--- config.mk ---
export PLATFORM = sky130hd
export DESIGN_NAME = lsu_wb
export DESIGN_NICKNAME = d
export VERILOG_FILES = /design/src/rtl/lsu_wb_pkg.sv /design/src/rtl/lsu_align.sv /design/src/rtl/lsu_wb.sv
export SDC_FILE = /design/constraint.sdc
export NUM_CORES = 1
export LEC_CHECK = 0
export CAP_MARGIN = 40
export CORE_UTILIZATION = 40
export CTS_BUF_LIST = sky130_fd_sc_hd__clkbuf_4 sky130_fd_sc_hd__clkbuf_8 sky130_fd_sc_hd__clkbuf_16
export CTS_CLUSTER_SIZE = 12
export DETAILED_ROUTE_END_ITERATION = 6
export GPL_ROUTABILITY_DRIVEN = 0
export PLACE_DENSITY = 0.84
export SYNTH_ARGS = -nofsm -noshare
export SYNTH_HDL_FRONTEND = slang
export SYNTH_SLANG_ARGS = --single-unit
--- constraint.sdc ---
create_clock -name clk -period 1.9 [get_ports clk]
set_input_delay 0.19 -clock clk [delete_from_list [all_inputs] [get_ports clk]]
set_output_delay 0.19 -clock clk [all_outputs]
set_load 0.005 [all_outputs]
--- src/rtl/lsu_wb_pkg.sv ---
// Shared encodings for the load/store + write-back stage: funct3 sizes,
// access direction, enable flag and the access FSM states.
package lsu_wb_pkg;

  // Load funct3
  localparam logic [2:0] LB  = 3'b000;
  localparam logic [2:0] LH  = 3'b001;
  localparam logic [2:0] LW  = 3'b010;
  localparam logic [2:0] LD  = 3'b011;
  localparam logic [2:0] LBU = 3'b100;
  localparam logic [2:0] LHU = 3'b101;
  localparam logic [2:0] LWU = 3'b110;

  // Store funct3
  localparam logic [2:0] SB  = 3'b000;
  localparam logic [2:0] SH  = 3'b001;
  localparam logic [2:0] SW  = 3'b010;
  localparam logic [2:0] SD  = 3'b011;

  localparam logic MEM_READ  = 1'b0;
  localparam logic MEM_WRITE = 1'b1;
  localparam logic ENABLE    = 1'b1;
  localparam logic DISABLE   = 1'b0;

  typedef enum logic [1:0] {
    IDLE = 2'd0,
    REQ  = 2'd1,
    WAIT = 2'd2,
    WB   = 2'd3
  } lsu_state_e;

endpackage

--- src/rtl/lsu_align.sv ---
// Combinational lane logic: store shift/strobes, load extract/extend and
// the size/alignment legality check for the access presented by EX.
module lsu_align
  import lsu_wb_pkg::*;
#(
  parameter int XLEN = 32
) (
  input  logic                         rw,
  input  logic [2:0]                   funct3,
  input  logic [2:0]                   addr_lo,
  input  logic [XLEN-1:0]              store_data,
  output logic                         ok,
  output logic [XLEN-1:0]              wdata,
  output logic [XLEN/8-1:0]            wstrb,
  input  logic [2:0]                   ld_funct3,
  input  logic [$clog2(XLEN/8)-1:0]    ld_lane,
  input  logic [XLEN-1:0]              rdata,
  output logic [XLEN-1:0]              ld_data
);

  localparam int NB     = XLEN / 8;
  localparam int LANE_W = $clog2(NB);

  logic [LANE_W-1:0] lane;
  logic              size_ok;
  logic              align_ok;
  logic [7:0]        mask8;
  logic [XLEN-1:0]   field;

  always_comb begin
    lane    = addr_lo[LANE_W-1:0];
    size_ok = 1'b1;
    if (funct3 == 3'b111)                       size_ok = 1'b0;
    if (rw == MEM_WRITE && funct3[2])           size_ok = 1'b0;
    if (XLEN == 32 && (funct3 == LD || funct3 == LWU)) size_ok = 1'b0;

    case (funct3[1:0])
      2'b00:   begin align_ok = 1'b1;                mask8 = 8'h01; end
      2'b01:   begin align_ok = ~addr_lo[0];         mask8 = 8'h03; end
      2'b10:   begin align_ok = (addr_lo[1:0] == 2'b00); mask8 = 8'h0F; end
      default: begin align_ok = (addr_lo == 3'b000); mask8 = 8'hFF; end
    endcase
    ok = size_ok & align_ok;

    wdata = store_data << {lane, 3'b000};
    // Oversized masks only arise for accesses already flagged illegal.
    wstrb = NB'(mask8) << lane;
  end

  always_comb begin
    field = rdata >> {ld_lane, 3'b000};
    case (ld_funct3)
      LB:      ld_data = XLEN'($signed(field[7:0]));
      LH:      ld_data = XLEN'($signed(field[15:0]));
      LW:      ld_data = XLEN'($signed(field[31:0]));
      LBU:     ld_data = XLEN'(field[7:0]);
      LHU:     ld_data = XLEN'(field[15:0]);
      LWU:     ld_data = XLEN'(field[31:0]);
      default: ld_data = field;
    endcase
  end

endmodule

--- src/rtl/lsu_wb.sv ---
// EX->MEM->WB stage: ALU results pass straight to the GPR port, loads and
// stores run a valid/ready access against data memory while stalling.
module lsu_wb
  import lsu_wb_pkg::*;
#(
  parameter int XLEN    = 32,
  parameter int REG_AW  = 5,
  parameter int TIMEOUT = 16
) (
  input  logic                clk,
  input  logic                rst,
  input  logic                ex_valid,
  input  logic                ex_mem_ena,
  input  logic                ex_mem_rw,
  input  logic [2:0]          ex_funct3,
  input  logic [XLEN-1:0]     ex_addr,
  input  logic [XLEN-1:0]     ex_store_data,
  input  logic [REG_AW-1:0]   gprs_waddr_i,
  input  logic [XLEN-1:0]     gprs_wdata_i,
  output logic                mem_req,
  output logic                mem_we,
  output logic [XLEN-1:0]     mem_addr,
  output logic [XLEN-1:0]     mem_wdata,
  output logic [XLEN/8-1:0]   mem_wstrb,
  input  logic                mem_ready,
  input  logic                mem_rvalid,
  input  logic [XLEN-1:0]     mem_rdata,
  output logic [REG_AW-1:0]   gprs_waddr_o,
  output logic [XLEN-1:0]     gprs_wdata_o,
  output logic                misalign,
  output logic                bus_err,
  output logic                stall
);

  localparam int NB     = XLEN / 8;
  localparam int LANE_W = $clog2(NB);
  localparam int CNT_W  = $clog2(TIMEOUT + 1);
  localparam logic [CNT_W-1:0]  CNT_MAX   = CNT_W'(TIMEOUT);
  localparam logic [REG_AW-1:0] REG_X0    = '0;
  localparam logic [XLEN-1:0]   DATA_ZERO = '0;

  lsu_state_e        state, state_nxt;
  logic [CNT_W-1:0]  cnt;
  logic [XLEN-1:0]   lat_addr;
  logic [2:0]        lat_f3;
  logic [REG_AW-1:0] lat_rd;
  logic              lat_rw;
  logic [XLEN-1:0]   lat_wdata;
  logic [NB-1:0]     lat_wstrb;
  logic [REG_AW-1:0] res_rd;
  logic [XLEN-1:0]   res_data;

  logic              al_ok;
  logic [XLEN-1:0]   al_wdata;
  logic [NB-1:0]     al_wstrb;
  logic [XLEN-1:0]   al_ld_data;

  logic start, cnt_clr, cnt_inc, res_load, res_x0, timeout;

  lsu_align #(.XLEN(XLEN)) u_align (
    .rw         (ex_mem_rw),
    .funct3     (ex_funct3),
    .addr_lo    (ex_addr[2:0]),
    .store_data (ex_store_data),
    .ok         (al_ok),
    .wdata      (al_wdata),
    .wstrb      (al_wstrb),
    .ld_funct3  (lat_f3),
    .ld_lane    (lat_addr[LANE_W-1:0]),
    .rdata      (mem_rdata),
    .ld_data    (al_ld_data)
  );

  assign mem_addr  = {lat_addr[XLEN-1:LANE_W], {LANE_W{1'b0}}};
  assign mem_wdata = lat_wdata;
  assign mem_we    = mem_req & lat_rw;
  assign mem_wstrb = mem_req ? lat_wstrb : '0;

  always_ff @(posedge clk or negedge rst) begin
    if (!rst) state <= IDLE;
    else      state <= state_nxt;
  end

  always_comb begin
    state_nxt    = state;
    mem_req      = 1'b0;
    stall        = 1'b0;
    misalign     = 1'b0;
    bus_err      = 1'b0;
    gprs_waddr_o = REG_X0;
    gprs_wdata_o = DATA_ZERO;
    start        = 1'b0;
    cnt_clr      = 1'b0;
    cnt_inc      = 1'b0;
    res_load     = 1'b0;
    res_x0       = 1'b0;
    timeout      = (cnt == CNT_MAX);

    case (state)
      IDLE: begin
        if (ex_valid && ex_mem_ena != ENABLE) begin
          gprs_waddr_o = gprs_waddr_i;
          gprs_wdata_o = gprs_wdata_i;
        end else if (ex_valid) begin
          if (!al_ok) misalign = 1'b1;
          else begin
            stall     = 1'b1;
            start     = 1'b1;
            cnt_clr   = 1'b1;
            state_nxt = REQ;
          end
        end
      end
      REQ: begin
        stall = 1'b1;
        if (timeout) begin
          bus_err   = 1'b1;
          res_x0    = 1'b1;
          state_nxt = WB;
        end else begin
          mem_req = 1'b1;
          if (!mem_ready) cnt_inc = 1'b1;
          else if (lat_rw == MEM_READ) begin
            cnt_clr   = 1'b1;
            state_nxt = WAIT;
          end else begin
            res_x0    = 1'b1;
            state_nxt = WB;
          end
        end
      end
      WAIT: begin
        stall = 1'b1;
        if (timeout) begin
          bus_err   = 1'b1;
          res_x0    = 1'b1;
          state_nxt = WB;
        end else if (mem_rvalid) begin
          res_load  = 1'b1;
          state_nxt = WB;
        end else cnt_inc = 1'b1;
      end
      WB: begin
        // EX still holds the finished instruction here; it advances at this edge.
        gprs_waddr_o = res_rd;
        gprs_wdata_o = res_data;
        state_nxt    = IDLE;
      end
      default: state_nxt = IDLE;
    endcase

    if (!rst) begin
      mem_req      = 1'b0;
      stall        = 1'b0;
      misalign     = 1'b0;
      bus_err      = 1'b0;
      gprs_waddr_o = REG_X0;
      gprs_wdata_o = DATA_ZERO;
    end
  end

  always_ff @(posedge clk or negedge rst) begin
    if (!rst) begin
      cnt       <= '0;
      lat_addr  <= '0;
      lat_f3    <= '0;
      lat_rd    <= REG_X0;
      lat_rw    <= MEM_READ;
      lat_wdata <= '0;
      lat_wstrb <= '0;
      res_rd    <= REG_X0;
      res_data  <= DATA_ZERO;
    end else begin
      if (start) begin
        lat_addr  <= ex_addr;
        lat_f3    <= ex_funct3;
        lat_rd    <= gprs_waddr_i;
        lat_rw    <= ex_mem_rw;
        lat_wdata <= al_wdata;
        lat_wstrb <= al_wstrb;
      end
      if (cnt_clr)      cnt <= '0;
      else if (cnt_inc) cnt <= cnt + 1'b1;
      if (res_load) begin
        res_rd   <= lat_rd;
        res_data <= al_ld_data;
      end else if (res_x0) begin
        res_rd   <= REG_X0;
        res_data <= DATA_ZERO;
      end
    end
  end

endmodule

# --- Word level (Yosys, flattened, before mapping) ---
# Cells that the tools add are included.
totals:
  ramBits: 0
  latch_bits: 0
  mem_bits_ro: 0
  regBits: 121
  mem_count: 0
  out_inout_bits: 110
op_classes:
  addsub: 1
  muxes: 61
  multipliers: 0
  div_mod_pow: 0
  order_cmp: 0
  n_reduce_logical: 12
  n_eq_ne: 17
  bitwise_logic: 4
  shifts: 3
op_table:
  columns: ["op", "count"]
  rows:
  - ["32-bit 2-to-1 mux", 4]
  - ["32-bit one-hot mux with 4 select lines", 1]
  - ["32-bit one-hot mux with 2 select lines", 1]
  - ["1-bit 2-to-1 mux", 33]
  - ["32-bit by 5-bit left shift with 32-bit output", 1]
  - ["32-bit by 5-bit right shift with 32-bit output", 1]
  - ["5-bit 2-to-1 mux", 6]
  - ["2-bit 2-to-1 mux", 7]
  - ["3-bit equality test (second input constant)", 4]
  - ["4-bit one-hot mux with 3 select lines", 1]
  - ["5-bit one-hot mux with 2 select lines", 1]
  - ["1-bit one-hot mux with 2 select lines", 4]
  - ["2-bit one-hot mux with 4 select lines", 1]
  - ["2-bit equality test (second input constant)", 3]
  - ["2-bit logical NOT", 3]
  - ["3-bit logical NOT", 2]
  - ["2-bit inequality test (second input constant)", 3]
  - ["3-bit inequality test (second input constant)", 2]
  - ["5-bit by 1-bit adder with 5-bit output (second input constant)", 1]
  - ["5-bit equality test (second input constant)", 1]
  - ["5-bit AND reduction", 1]
  - ["2-bit by 1-bit equality test with 1-bit output (second input constant)", 2]
  - ["4-bit 2-to-1 mux", 1]
  - ["2-bit nonzero test", 2]
  - ["9 further kinds", 12]

# --- Depth between registers and ports, before layout ---
# Gate-level depths: netlist (run 1).
depth:
  word_depth: 10
  ltp_mapped: 8
  mapped_depth_nobuf: 6

# --- Modules after synthesis ---
# A second synthesis (run 1) with hierarchy kept.
hier_totals:
  hier_cells: 633
  hier_area_um2: 6882.9
by_module_without_submodules:
  columns: ["mod", "instances", "area_each_um2", "cells_each"]
  rows:
  - ["lsu_wb", 1, 5495.3, 431]
  - ["lsu_align", 1, 1387.6, 202]

# --- Least setup slack after synthesis (run 1) ---
# No wires, ideal clock.
synth_path:
  path_type: "register to register"
  start: "register state[0]"
  end: "register res_data[16]"
  setup_time_ns: 0.126
  synth_period_minus_slack_ns: 1.895
  stages_incl_launch_ff: 8
  required_ns: 1.774
  n_path_buf: 2
  arrival_time_ns: 1.769
  slack_ns: 0.005
  path_cell_list: "dfrtp_1 > inv_1 > ha_1 > o211ai_1 > and3_1 > buf_2 > buf_2 > a221o_1"
synth_via:
  elab_chain_len: 3
  elab_cells_between_ends: 6
  cone_classes: "eq/ne (2); mux (3); reduce/logical (1)"
synth_lines:
  columns: ["element", "line", "text"]
  rows:
  - ["start, declared", "lsu_wb.sv:42", "lsu_state_e state, state_nxt;"]
  - ["start signal, assigned", "lsu_wb.sv:81", "else state <= state_nxt;"]
  - ["2-bit equality test or 2-bit by 1-bit equality test with 1-bit output (tied branches)", "lsu_wb.sv:99", "case (state)"]
  - ["1-bit one-hot mux with 2 select lines or 1-bit 2-to-1 mux (tied branches)", "lsu_wb.sv:99", null]
  - ["2-bit nonzero test (no line) or 32-bit 2-to-1 mux (tied branches)", null, null]
  - ["end signal, assigned", "lsu_wb.sv:186", "res_data <= al_ld_data;"]
  - ["end, declared", "lsu_wb.sv:51", "logic [XLEN-1:0] res_data;"]
# Parallel ways exist; a longest one is shown, timed or not.
# A chain may end at the register's enable or synchronous reset.

# --- Worst setup path in the final report (run 1) ---
layout_path:
  start: "register state[0]"
  end: "output port stall"
layout_via:
  elab_chain_len: 4
  elab_cells_between_ends: 6
  cone_classes: "eq/ne (2); mux (2); reduce/logical (2)"
layout_lines:
  columns: ["element", "line", "text"]
  rows:
  - ["2-bit equality test or 2-bit by 1-bit equality test with 1-bit output (tied branches)", "lsu_wb.sv:99", null]
  - ["2-bit OR reduction (no line)", null, null]
  - ["1-bit one-hot mux with 2 select lines *", "lsu_wb.sv:99", null]
  - ["1-bit 2-to-1 mux *", "lsu_wb.sv:152", "if (!rst) begin"]
  - ["end, declared", "lsu_wb.sv:32", "output logic stall"]
# Every way passes the cells marked *; elsewhere a longest branch is shown, timed or not.

==> results of run 1 <==
-- final cells by class --
cell class,count,area [µm²],share of cell area
multi-input combinational,413,3420,0.317
clock buffer,24,503,0.0467
timing repair buffer,334,3370,0.313
tap,216,270,0.0251
inverter,5,18.8,0.00174
clock inverter,7,163,0.0151
sequential,121,3030,0.281
-- cell usage after synthesis (all sizes together) (3+ instances only) --
library cell / count
clkbuf: 18
mux2i: 32
and3: 4
nand2: 45
o31ai: 10
o21ai: 30
dfrtp: 121
inv: 5
o211ai: 3
o2bb2ai: 15
nor2b: 13
a21oi: 28
nand3: 3
nor3: 3
nor2: 55
buf: 60
and2: 5
a211oi: 9
a22oi: 37
ha: 7
a22o: 13
a221o: 16
mux2: 59
-- logic make-up (layout without fill, tap and decap cells) --
| family | count (synthesis) | count (layout) | synth area share |
|---|---|---|---|
| xor gates and xnor gates | 2 | 2 | 0.00269 |
| other | 1 | 2 | 0.000576 |
| adders and majority gates | 7 | 7 | 0.0135 |
| muxes | 92 | 92 | 0.155 |
| AOI/OAI and AO/OA | 169 | 169 | 0.189 |
| and+or+nand+nor | 141 | 141 | 0.101 |
| buffers and inverters | 83 | 370 | 0.0728 |
| DFF | 121 | 121 | 0.465 |
-- critical path: stages (launching register included) --
cell and delay, ps:
dfrtp_1 400, inv_2 90, ha_4 160, buf_6 120, buf_6 100, o2111ai_4 120
nor2b_4 170, nor3b_4 200, buf_2 160
-- repair_timing --
item,in CTS,in global routing
buffers inserted,21,7
setup endpoints to repair,101,126
hold endpoints to repair,19,0
hold buffers,1,0
pin swaps,35,65
gates resized for setup,240,63
gates cloned,6,8
-- worst min path at each step --
stage | from | endpoint | slack [ps]
2_1_floorplan | rst | cnt[0]$_DFFE_PN0P_ | -110
3_3_place_gp | rst | cnt[4]$_DFFE_PN0P_ | -0.1
3_5_place_dp | rst | lat_addr[5]$_DFFE_PN0P_ | -2
4_1_cts | rst | lat_addr[5]$_DFFE_PN0P_ | 130
5_1_grt | rst | lat_addr[3]$_DFFE_PN0P_ | 150
6_report | rst | lat_addr[3]$_DFFE_PN0P_ | 160
-- routing by layer --
metal  GRT usage  up-vias  part of all wire
li1            -     2769                 -
met1       0.300     3040              0.38
met2       0.443      287              0.50
met3      0.0896       48             0.087
met4       0.105        0             0.033
met5           0        -                 0
-- power by group --
group	switching, mW	internal (mW)	total (mW)
registers	0.805	3.71	4.51
logic	3.11	4.20	7.31
clock network	1.14	2.50	3.64
-- sequential cells by signal, indices dropped and copies added, names as in the netlist --
| signal | cells |
|---|---|
| lat_addr | 32 |
| mem_wdata | 32 |
| res_data | 32 |
| cnt | 5 |
| lat_rd | 5 |
| res_rd | 5 |
| lat_wstrb | 4 |
| lat_f3 | 3 |
| state | 2 |
| lat_rw | 1 |
-- per-stage QoR --
stage | power, mW | setup TNS (ps) | utilization
after floorplan | 7.56 | 0 | -
after global placement | 10.0 | -20870 | 0.582
after detailed placement | 10.2 | -24030 | 0.582
after CTS | 14.7 | -7510 | 0.657
after global routing | 16.2 | -9390 | 0.678
final | 15.5 | -4890 | 0.678
==> results.md, run 1 <==
* Layout Nets at 1042
* Syn Area/Cell at 10.6 µm²
* WS Path Type: reg -> out
* Slew Limit Fails at 0
* CTS sink count at 121
* Core area at 0.0159 mm²
* Die ar. at 0.0168 mm²
* CP Capture Type: output port
* Vias per Instance at 5.49
* Setup Skew at 8.29 ps
* Crit path launch: state[0]$_DFFE_PN0P_
* Post-synth design cell area at 0.00651 mm²
* Hpwl dp at 14000 µm
* Initial antenna violation count at 0
* Required @ worst endpoint at 1710 ps
* Synth top area cells: dfrtp_1 47%, mux2_2 10%, mux2i_1 4.9%
* Clk pin slew, worst setup/hold paths at 50 ps
* DP Cell Count at 1049
* Synth Instances at 616
* Die X at 130 µm
* RSZ-0062 raised after global routing: yes
* ANT cells at 0
* Hold Fails Final Rpt at 0
* Peak VDD IR at 0.670 mV
* DR pass1 iterations at 4
* Yosys reg bits at 121
* Total CTS buffers at 17
* Final WL at 23300 µm
* Slew @ Worst Pin at 713 ps
* Post-synth ARST share at 1.00
* I/O pins at 253
* Root Buffer: clkbuf_16
* Die H at 130 µm
* Count of different cell masters after synthesis at 50
* Final setup margin at -224 ps
* Pre-CTS WS at -535 ps
* Static Leak at 4.66 nW
* Avg WL per Cell at 20.8 µm
* Largest net degree at the start of global routing at 54
* Most common cell after layout, fill and taps aside: clkdlybuf4s50_1
* Layout cell share with drive strength beyond 1 at 0.335
* Final non-filler cell total at 1120
* Worst R2R Start: state[1]$_DFFE_PN0P_
* Pwr/cell area at 1430 mW/mm²
* Violated checks: setup timing
* Synth area leader: dfrtp_1
* Dominant synthesized flop cell: dfrtp_1
* Starting Density at 0.410
* Worst-Skew Late Latency at 410 ps
* Critical Path AT at 1930 ps
* Max capacitance violation total at 0
* Std-Cell Rows at 46
* First-pass GRT wire length at 32900 µm
* F_max at 0.471 GHz
* Vias in the first global route at 6112
* DP Area at 0.00925 mm²
* Worst-case reg-to-reg path depth at 9
* Port Buffers at 250
* Total GRT Usage at 0.260
* Most frequent cells in the layout: 202 x clkdlybuf4s50_1, 120 x dfrtp_1, 58 x mux2_2, 53 x nor2_1, 44 x nand2_1
* Final Cycle Share at 1.12
* Post-route minimum period at 2120 ps
* Area grow syn2layout at 65.6%
* FF-to-FF End: res_data[6]$_DFFE_PN0P_
* Residual DRC at 0
* Hold slack at 159 ps
* Clock tree from TritonCTS: yes
* Hold Crit Class: in -> async
* # H-tree levels at 4
* FILL cells at 1162
* Setup-failing EPs final at 43
* Status: finished, violations left
* CP startpoint kind: flop
* Share of the synthesized area in the top cell type at 0.465
* CTS Buffer Depth at 2
* EDFF count, synth at 0
* Critical-path maximum fanout at 4
* Seq/Total Area, Yosys at 0.465
* Iter 0 DRT Violations at 445
* Final instance area at 0.0108 mm²
* Post-DRT Antenna Nets at 0
* Grt total ovfl at 0
* Total number of vias at 6144
* Worst slew margin at 0.525
* Crit path to: stall
* FF-to-FF setup slack at -10 ps
* Yosys warning count at 0
Note: power is estimated with default switching activity, not from simulation.
==> run 2: changes to the inputs <==
DONT_BUFFER_PORTS = 1   (was unset)
PLACE_DENSITY = 0.63   (was 0.84)
==> results.md, run 2 (same netlist as run 1, synthesis figures left out) <==
* Hold Fails Final Rpt at 121 (was 0)
* First-pass GRT wire length at 27500 µm (was 32900 µm)
* Hold slack at -524 ps (was 159 ps)
* Setup Skew at 5.66 ps (was 8.29 ps)
* DP Area at 0.00654 mm² (was 0.00925 mm²)
* Post-DRT Antenna Nets at 0 (unchanged)
* Status: finished, violations left (unchanged)
* Final instance area at 0.00857 mm² (was 0.0108 mm²)
* Vias in the first global route at 5074 (was 6112)
* Post-route minimum period at 1990 ps (was 2120 ps)
* Total CTS buffers at 17 (unchanged)
* Clock tree from TritonCTS: yes (unchanged)
* Most frequent cells in the layout: 121 x dfrtp_1, 59 x mux2_2, 57 x dlygate4sd3_1, 44 x nand2_1, 37 x a22oi_2 (was 202 x clkdlybuf4s50_1, 120 x dfrtp_1, 58 x mux2_2, 53 x nor2_1, 44 x nand2_1)
* F_max at 0.502 GHz (was 0.471 GHz)
* CP startpoint kind: flop (unchanged)
* Violated checks: hold timing, setup timing (was setup timing)
* Iter 0 DRT Violations at 264 (was 445)
* Final setup margin at -93.5 ps (was -224 ps)
* Fin util at 0.540 (was 0.678)
* Crit-path max cell delay at 390 ps (was 400 ps)
* Std-Cell Rows at 46 (unchanged)
* DP Cell Count at 774 (was 1049)
* # H-tree levels at 4 (unchanged)
* Port Buffers at 0 (was 250)
* Critical path's top delay family: buffers and inverters (unchanged)
* Setup-failing EPs final at 31 (was 43)
* Final Cycle Share at 1.05 (was 1.12)
* Hpwl dp at 12000 µm (was 14000 µm)
* Total GRT Usage at 0.219 (was 0.260)
* CTS sink count at 121 (unchanged)
* Worst-Skew Late Latency at 410 ps (about the same)
* Required @ worst endpoint at 1710 ps (about the same)
* Worst slew margin at 0.571 (was 0.525)
* Core area at 0.0159 mm² (unchanged)
* Total number of vias at 5081 (was 6144)
* Slew Limit Fails at 0 (unchanged)
* Critical Path AT at 1800 ps (was 1930 ps)
* CTS Hold Bufs at 57 (was 1)
* CTS Buffer Depth at 2 (unchanged)
* DR pass1 iterations at 4 (unchanged)
* WS Path Type: reg -> out (unchanged)
* Die X at 130 µm (unchanged)
* Avg WL per Cell at 21.7 µm (was 20.8 µm)
* Peak VDD IR at 0.661 mV (was 0.670 mV)
* Final non-filler cell total at 890 (was 1120)
* Layout cell share with drive strength beyond 1 at 0.334 (was 0.335)
* Residual DRC at 0 (unchanged)
* Max capacitance violation total at 0 (unchanged)
* Area grow syn2layout at 31.7% (was 65.6%)
* Pwr/cell area at 1510 mW/mm² (was 1430 mW/mm²)
* I/O pins at 253 (unchanged)
* Clk pin slew, worst setup/hold paths at 50 ps (about the same)
* Buf/Inv on CP at 4 (unchanged)
* Die ar. at 0.0168 mm² (unchanged)
* Layout Nets at 812 (was 1042)
* Final WL at 19300 µm (was 23300 µm)
* CP max stage cell: dfrtp_1 (unchanged)
* Hold Crit Class: in -> async (unchanged)
* Vias per Instance at 5.71 (was 5.49)
* Die H at 130 µm (unchanged)
* RSZ-0062 raised after global routing: yes (unchanged)
* Static Leak at 3.54 nW (was 4.66 nW)
* Starting Density at 0.410 (unchanged)
* CP Capture Type: output port (unchanged)
* Root Buffer: clkbuf_16 (unchanged)
* Largest net degree at the start of global routing at 127 (was 54)
* Grt total ovfl at 0 (unchanged)
* Initial antenna violation count at 1 (was 0)
* Critical-path maximum fanout at 6 (was 4)
* Slew @ Worst Pin at 641 ps (was 713 ps)
* Most common cell after layout, fill and taps aside: dfrtp_1 (was clkdlybuf4s50_1)
* Critical-path cell list: buf_4 > buf_6 > ha_4 > buf_12 > buf_16 > a22oi_2 > nor2_1 (was inv_2 > ha_4 > buf_6 > buf_6 > o2111ai_4 > nor2b_4 > nor3b_4 > buf_2)
==> run 2: timing repair <==
item | 4_1_cts | 5_1_grt
gates cloned | 5 | 6
setup buffers | 10 | 9
gates resized for setup | 57 | 58
endpoints found under the hold margin | 196 | 121
pin swaps | 15 | 45
endpoints found under the setup margin | 70 | 65
==> run 2: worst paths after layout <==
kind                                                   to  slack, ps  depth (start not counted)                      from
worst max-delay path                     gprs_wdata_o[21]        -90                          7      state[1]$_DFFE_PN0P_
max in group asynchronous        lat_addr[31]$_DFFE_PN0P_       2280                          0                       rst
worst min-delay path             lat_addr[19]$_DFFE_PN0P_       -520                          0                       rst
worst max register to register   lat_addr[18]$_DFFE_PN0P_         30                          7      state[0]$_DFFE_PN0P_
worst min register to register   lat_wstrb[2]$_DFFE_PN0P_        480                          2  lat_wstrb[2]$_DFFE_PN0P_
min in group clk                mem_wdata[18]$_DFFE_PN0P_         30                          3                ex_addr[1]
==> run 2: worst reg2reg max path, stage by stage, from the launching register on <==
cell and delay (ps):
dfrtp_1 370, inv_2 60, ha_4 170, buf_6 120
o2111ai_4 100, buf_4 170, buf_16 310, mux2_2 440
==> run 2: report_power, final <==
group | switching [mW] | leakage [nW] | total [mW] | internal [mW]
clock | 1.10 | 0.287 | 3.16 | 2.06
combinational | 2.36 | 1.70 | 5.11 | 2.75
sequential | 0.974 | 1.55 | 4.69 | 3.71
total | 4.44 | 3.54 | 13.0 | 8.52
==> run 2: final cells by class <==
| type | count | area (µm²) |
|---|---|---|
| clock inverters | 8 | 95.1 |
| multi-input cells | 413 | 3410 |
| well taps | 216 | 270 |
| clock buffers | 22 | 488 |
| inverters | 5 | 18.8 |
| fillers | 1374 | 7310 |
| repair buffers | 104 | 1260 |
| diodes | 1 | 2.50 |
| flip-flops and latches | 121 | 3030 |
==> run 2: routing by layer <==
| layer | wire [µm] | GRT usage |
|---|---|---|
| met5 | 0 | 0 |
| met2 | 9710 | 0.378 |
| met3 | 1810 | 0.0718 |
| met1 | 7430 | 0.257 |
| met4 | 377 | 0.0725 |
==> run 2: through the flow <==
stage / power, mW / worst slack [ps] / TNS, ps
2_1_floorplan: 7.56 / 5.26 / 0
3_5_place_dp: 8.23 / -105 / -1140
3_3_place_gp: 8.04 / 42.9 / 0
4_1_cts: 12.4 / -108 / -1760
6_report: 13.0 / -93.5 / -1710
5_1_grt: 13.6 / -179 / -5990
==> run 3: changes to the inputs <==
CAP_MARGIN = 5   (was 40)
CTS_CLUSTER_SIZE = 10   (was 12)
==> results of run 3 <==
No change in the layout: final DEF, timing and power equal those of run 2.
